## src/rtl/ram64_arbiter.sv

```systemverilog
// Round-robin arbiter sharing one RAM64 between requesters A and B, with a
// hardware clear sequencer that fills every word with CLR_VALUE.
module ram64_arbiter #(
    parameter int                ADDR_W    = 6,
    parameter int                DATA_W    = 16,
    parameter logic [DATA_W-1:0] CLR_VALUE = 16'h0000
) (
    input  logic              clk,
    input  logic              rst_n,

    input  logic              a_valid,
    input  logic              a_we,
    input  logic [ADDR_W-1:0] a_addr,
    input  logic [DATA_W-1:0] a_wdata,
    output logic              a_ready,
    output logic              a_rvalid,
    output logic [DATA_W-1:0] a_rdata,

    input  logic              b_valid,
    input  logic              b_we,
    input  logic [ADDR_W-1:0] b_addr,
    input  logic [DATA_W-1:0] b_wdata,
    output logic              b_ready,
    output logic              b_rvalid,
    output logic [DATA_W-1:0] b_rdata,

    input  logic              clr_start,
    output logic              clr_busy,
    output logic              clr_done,

    output logic              ram_load,
    output logic [ADDR_W-1:0] ram_address,
    output logic [DATA_W-1:0] ram_in,
    input  logic [DATA_W-1:0] ram_out
);

    typedef enum logic {
        IDLE,
        CLEAR
    } state_t;

    typedef enum logic {
        SIDE_A,
        SIDE_B
    } side_t;

    state_t            state_q,     state_d;
    side_t             rr_ptr_q,    rr_ptr_d;
    logic [ADDR_W-1:0] clr_cnt_q,   clr_cnt_d;
    logic [ADDR_W-1:0] last_addr_q, last_addr_d;
    logic              a_rvalid_q,  a_rvalid_d;
    logic              b_rvalid_q,  b_rvalid_d;
    logic [DATA_W-1:0] a_rdata_q,   a_rdata_d;
    logic [DATA_W-1:0] b_rdata_q,   b_rdata_d;
    logic              clr_done_q,  clr_done_d;

    logic              grant_a;
    logic              grant_b;
    logic              load_c;
    logic [ADDR_W-1:0] address_c;
    logic [DATA_W-1:0] in_c;

    always_comb begin
        state_d     = state_q;
        rr_ptr_d    = rr_ptr_q;
        clr_cnt_d   = clr_cnt_q;
        a_rvalid_d  = 1'b0;
        b_rvalid_d  = 1'b0;
        a_rdata_d   = a_rdata_q;
        b_rdata_d   = b_rdata_q;
        clr_done_d  = 1'b0;
        grant_a     = 1'b0;
        grant_b     = 1'b0;
        load_c      = 1'b0;
        address_c   = last_addr_q;
        in_c        = CLR_VALUE;

        case (state_q)
            IDLE: begin
                if (clr_start) begin
                    state_d = CLEAR;
                end else begin
                    // On contention the side named by rr_ptr wins.
                    grant_a = a_valid & (~b_valid | (rr_ptr_q == SIDE_A));
                    grant_b = b_valid & (~a_valid | (rr_ptr_q == SIDE_B));
                end

                if (grant_a) begin
                    address_c  = a_addr;
                    in_c       = a_wdata;
                    load_c     = a_we;
                    rr_ptr_d   = SIDE_B;
                    a_rvalid_d = ~a_we;
                    if (!a_we) begin
                        a_rdata_d = ram_out;
                    end
                end else if (grant_b) begin
                    address_c  = b_addr;
                    in_c       = b_wdata;
                    load_c     = b_we;
                    rr_ptr_d   = SIDE_A;
                    b_rvalid_d = ~b_we;
                    if (!b_we) begin
                        b_rdata_d = ram_out;
                    end
                end
            end

            CLEAR: begin
                load_c    = 1'b1;
                address_c = clr_cnt_q;
                in_c      = CLR_VALUE;
                clr_cnt_d = clr_cnt_q + 1'b1;
                if (clr_cnt_q == {ADDR_W{1'b1}}) begin
                    state_d    = IDLE;
                    clr_done_d = 1'b1;
                end
            end

            default: begin
                state_d = IDLE;
            end
        endcase

        last_addr_d = address_c;
    end

    always_ff @(posedge clk or negedge rst_n) begin
        if (!rst_n) begin
            state_q     <= IDLE;
            rr_ptr_q    <= SIDE_A;
            clr_cnt_q   <= '0;
            last_addr_q <= '0;
            a_rvalid_q  <= 1'b0;
            b_rvalid_q  <= 1'b0;
            a_rdata_q   <= '0;
            b_rdata_q   <= '0;
            clr_done_q  <= 1'b0;
        end else begin
            state_q     <= state_d;
            rr_ptr_q    <= rr_ptr_d;
            clr_cnt_q   <= clr_cnt_d;
            last_addr_q <= last_addr_d;
            a_rvalid_q  <= a_rvalid_d;
            b_rvalid_q  <= b_rvalid_d;
            a_rdata_q   <= a_rdata_d;
            b_rdata_q   <= b_rdata_d;
            clr_done_q  <= clr_done_d;
        end
    end

    // Handshake and write strobe are forced low while reset is held.
    assign a_ready     = grant_a & rst_n;
    assign b_ready     = grant_b & rst_n;
    assign ram_load    = load_c & rst_n;
    assign ram_address = address_c;
    assign ram_in      = in_c;

    assign a_rvalid    = a_rvalid_q;
    assign b_rvalid    = b_rvalid_q;
    assign a_rdata     = a_rdata_q;
    assign b_rdata     = b_rdata_q;
    assign clr_busy    = (state_q == CLEAR);
    assign clr_done    = clr_done_q;

endmodule

```

## config.mk

```make
export PLATFORM = sky130hd
export DESIGN_NAME = ram64_arbiter
export DESIGN_NICKNAME = d
export VERILOG_FILES = /design/src/rtl/ram64_arbiter.sv
export SDC_FILE = /design/constraint.sdc
export NUM_CORES = 1
export LEC_CHECK = 0
export CAP_MARGIN = 40
export CORE_MARGIN = 2
export CORE_UTILIZATION = 40
export DETAILED_ROUTE_END_ITERATION = 8
export GPL_ROUTABILITY_DRIVEN = 0
export PLACE_DENSITY = 0.93
export SLEW_MARGIN = 20
export SYNTH_ARGS = -nofsm -noshare
export SYNTH_HDL_FRONTEND = slang
export SYNTH_SLANG_ARGS = --single-unit
```

## constraint.sdc

```tcl
create_clock -name clk -period 3.9 [get_ports clk]
set_input_delay 0.975 -clock clk [delete_from_list [all_inputs] [get_ports clk]]
set_output_delay 0.975 -clock clk [all_outputs]
set_load 0.05 [all_outputs]
```

# Word-level counts from Yosys, hierarchy flattened
# Cells that the tools add are included.
[word_totals]
register_bits = 49
input_bits = 67
out_inout_bits = 61
elab_cells = 56
[op_classes]
n_addsub = 1
eq_ne = 1
n_mux = 27
bitwise = 14
n_reduce_logical = 4
[ops]
columns = ["operator", "n"]
rows = [
  ["2-to-1 mux 16 bit", 2],
  ["case mux 16 bit (2 select lines)", 1],
  ["2-to-1 mux 1 bit", 19],
  ["2-to-1 mux 6 bit", 2],
  ["case mux 6 bit (2 select lines)", 1],
  ["NOT 1 bit", 7],
  ["adder 6 x 1 -> 6 bit (second input constant)", 1],
  ["equality test 6 bit (second input constant)", 1],
  ["AND 1 bit", 5],
  ["case mux 1 bit (2 select lines)", 2],
  ["AND reduction 4 bit", 1],
  ["AND reduction 3 bit", 1],
  ["OR 1 bit", 2],
  ["AND reduction 2 bit", 1],
  ["nonzero test 2 bit", 1],
]

# Depth between registers and ports, before layout
[depth]
word_depth = 9
ltp_mapped = 6
depth_no_buf = 4

# Worst setup path after synthesis
# Ideal clock, no wire load.
[synth_path]
path_type = "input -> output"
start = "input b_valid"
end = "output ram_load"
t_arrival_ns = 2.770
required_time_ns = 2.925
slack_ns = 0.155
stages = 6
path_buffers = 2
path_cell_list = "nand2_1 nor4b_4 and2b_1 buf_4 buf_6 nor3b_1"
[synth_via]
elab_chain_len = 8
word_cells_on_any_way = 12
cone_classes = "mux: 7; bitwise: 5"
[synth_rtl]
columns = ["item", "line", "source"]
rows = [
  ["start: declaration", "19", "input logic b_valid,"],
  ["NOT 1 bit", "84", "grant_a = a_valid & (~b_valid | (rr_ptr_q == SIDE_A));"],
  ["OR 1 bit", "84", ""],
  ["AND 1 bit", "84", ""],
  ["2-to-1 mux 1 bit", "80", "if (clr_start) begin"],
  ["2-to-1 mux 1 bit", "78", "case (state_q)"],
  ["2-to-1 mux 1 bit (*)", "88", "if (grant_a) begin"],
  ["case mux 1 bit (2 select lines) (*)", "78", ""],
  ["AND 1 bit (*)", "155", "assign ram_load = load_c & rst_n;"],
  ["end: declaration", "31", "output logic ram_load,"],
]
# Mark *: on every way between the ends. The rest lies on a longest branch, timed or not. The select of a mux whose other input is x is not followed.

# Worst setup path after layout
[layout_path]
start = "input a_valid"
end = "output ram_address[0]"
[layout_via]
elab_chain_len = 8
word_cells_on_any_way = 11
cone_classes = "mux: 7; bitwise: 4"
[layout_rtl]
columns = ["item", "line", "source"]
rows = [
  ["start: declaration", "11", "input logic a_valid,"],
  ["NOT 1 bit", "85", "grant_b = b_valid & (~a_valid | (rr_ptr_q == SIDE_B));"],
  ["OR 1 bit", "85", ""],
  ["AND 1 bit", "85", ""],
  ["2-to-1 mux 1 bit", "80", ""],
  ["2-to-1 mux 1 bit", "78", ""],
  ["2-to-1 mux 6 bit", "97", "end else if (grant_b) begin"],
  ["2-to-1 mux 6 bit (*)", "88", ""],
  ["case mux 6 bit (2 select lines) (*)", "78", ""],
  ["end: declaration", "32", "output logic [ADDR_W-1:0] ram_address,"],
]
# Marks and branches as above.

==> flow_summary.ini <==
[cells_and_area]
antenna_cells = 0
final_cells = 362
drive_gt1_share_pct = 24.66
multi_input_area_um2 = 880.8
nets = 360
post-route-util_pct = 74.77
area_growth_pct = 78.36
regArea_mm2 = 0.001226
n_fill_cell = 335

[placement]
dp.cells = 355
io_buffers = 127
hpwl_mm = 4.906

[worst_setup_path]
required_ns = 2.92
path_class = in2out
end_kind = output pin
critPathMaxFanout = 8
critPathArrivalTime_ns = 2.68
critPathLaunchType = primary input

[clock_tree]
numCtsBuffers = 5
clk_latency_ns = 0.30
clockBufferDepth = 2
cts_tree = yes
cts.reportedPaths.clkPinSlew_ns = 0.09
htreeDepth = 2
cts_root_buf = clkbuf_8
numClockSinks = 49

[synth]
yosysWarnings = 0
ys_types = 32
syn_area_per_cell_um2 = 13.64
ys_seq_area_share_pct = 56.55
syn_nets = 227
synth-main-ff-cell = dfrtp_1
syn_inst = 159
synthArstFlopShare_pct = 100.0
synth_edf_count = 0
syn_area_mm2 = 0.002168
yosys_register_bits = 49

[timing]
setup_viol = 0
holdWs_ns = 0.4982
fin_skew_ns = 0.01053
fin_crit_ns = 3.657
max_freq_ghz = 0.2734
relSlewSlack_pct = 49.59
fin_crit_sh_pct = 93.77
drv_slew = 0
final.setup.tns_ns = 0
finalHoldViolations = 0
rsz0062_at_grt = false
tightest_slew_ns = 0.7562

[power_and_ir_drop]
internal_power_mw = 1.157
peakVddDrop_uv = 426.1
leakage_nw = 1.718
sw_frac_of_total_pct = 39.38
p_switching_uw = 751.9
pwr-share-comb_pct = 47.4
p_seq_share_pct = 37.5
p_clk_share_pct = 15.1
power_density_mw_per_mm2 = 493.7

[detailed_routing]
drc = 0
routed_wl_mm = 6.275
drtIter0Drc = 91
ant_nets = 0
avgRoutedWirePerCell_um = 17.33
vias = 1814
post_drt_via_cell_ratio = 5.011
firstDrtPassIters = 4

[job]
maxCapViolations = 0

[grt]
grt_max_degree = 40
antenna_found_initial = 0
track_usage_pct = 21.10
grt_pass1_vias = 1942
overflow = 0
grt_pass1_wl_mm = 9.908

[status]
status = complete, no violations

[min_path]
hold_class = reg2reg

[die]
start_util_pct = 41.92
io_pins = 128
die_x_um = 77.63
dieArea_mm2 = 0.006026
fp.dieH_um = 77.63
fp-row-count = 26
core_area_mm2 = 0.005172
final timing paths:
path	endpoint	from	slack [ns]	cells after the start
min in group asynchronous	last_addr_q[4]$_DFF_PN0_	rst_n	0.55	1
worst max-delay path	ram_address[0]	a_valid	0.24	6
worst min register to register	a_rdata[10]$_DFFE_PN0P_	a_rdata[10]$_DFFE_PN0P_	0.50	1
worst max register to register	a_rdata[4]$_DFFE_PN0P_	clr_busy$_DFF_PN0_	1.79	5
worst min-delay path	a_rdata[10]$_DFFE_PN0P_	a_rdata[10]$_DFFE_PN0P_	0.50	1
max in group asynchronous	clr_cnt_q[0]$_DFFE_PN0P_	rst_n	2.57	2
cell usage in the layout, fill, tap and decap left out, types with 2 or more instances in the layout:
cell             instances
clkdlybuf4s50_1        101
dfrtp_1                 49
mux2_2                  25
buf_12                  25
a22o_1                  16
mux2_1                   8
buf_4                    7
o21ai_0                  6
nand2_1                  5
mux2i_1                  5
a22oi_1                  5
nor2_1                   5
clkbuf_8                 5
inv_1                    4
xnor2_1                  3
and2_1                   2
nand4_1                  2
xor2_1                   2
kinds of logic after synthesis:
group / count (synthesis) / share of synthesized area, %
xor+xnor: 5 / 2.020
mux: 38 / 19.45
simple gates: 19 / 5.713
compound gates: 34 / 12.46
fa+ha+maj: 1 / 0.5769
flops: 49 / 56.55
buf+inv: 13 / 3.231
critical path, stage by stage:
cell	delay, ns
clkdlybuf4s50_1	0.51
inv_2	0.08
o211ai_4	0.36
mux2i_1	0.12
o21ai_0	0.42
buf_12	0.20
through the flow:
stage / worst slack (ns) / total power, mW / area [um^2]
floorplan: 0.1548 / 1.214 / 2168
global placement: 0.2145 / 1.600 / 3774
detailed placement: 0.07267 / 1.630 / 3774
CTS: 0.08942 / 1.923 / 3859
global route: 0.07377 / 2.000 / 3867
finish: 0.2429 / 1.909 / 3867
what timing repair did:
action | CTS | global route
setup buffers | 0 | 0
hold buffers | 0 | 0
gates resized for setup | 0 | 1
setup endpoints to repair | 0 | 3
cells in the mapped netlist (2+ instances only):
| cell type | n | area [um^2] |
|---|---|---|
| a22o_1 | 16 | 140.1 |
| a22oi_1 | 5 | 37.54 |
| and2_1 | 2 | 12.51 |
| buf_2 | 2 | 10.01 |
| buf_6 | 2 | 22.52 |
| clkbuf_1 | 3 | 11.26 |
| dfrtp_1 | 49 | 1226 |
| inv_1 | 4 | 15.01 |
| mux2_1 | 8 | 90.09 |
| mux2_2 | 25 | 281.5 |
| mux2i_1 | 5 | 50.05 |
| nand2_1 | 5 | 18.77 |
| nand4_1 | 2 | 12.51 |
| nor2_1 | 5 | 18.77 |
| o21ai_0 | 6 | 30.03 |
| xnor2_1 | 3 | 26.28 |
| xor2_1 | 2 | 17.52 |
layout make-up:
class / count / share of cell area, %
flip-flops and latches: 49 / 31.71
clock inverters: 2 / 0.4206
inverters: 5 / 0.4853
multi-input cells: 97 / 22.78
clock buffers: 5 / 1.779
repair buffers: 134 / 40.57
well taps: 70 / 2.265
metal layers:
layer / vias up / global-route usage [%] / share of wire [%]
li1: 848 / - / -
met4: 0 / 4.821 / 0.33
met5: - / 0 / 0
met2: 84 / 37.67 / 52
met1: 880 / 24.27 / 39
met3: 2 / 7.209 / 8.9
registers in the layout (all words and copies together) (netlist names):
signal,flops
a_rvalid,1
last_addr_q,6
clr_cnt_q,6
rr_ptr_q,1
clr_done,1
b_rvalid,1
clr_busy,1
a_rdata,16
b_rdata,16
power by group through the flow:
stage / Combinational (mW) / Sequential (mW) / Clock [mW]
floorplan: 0.351 / 0.863 / 0
global placement: 0.886 / 0.715 / 0
detailed placement: 0.907 / 0.724 / 0
CTS: 0.909 / 0.716 / 0.298
global route: 0.952 / 0.735 / 0.313
finish: 0.904 / 0.717 / 0.288
Power figures use the tool's default switching activity.
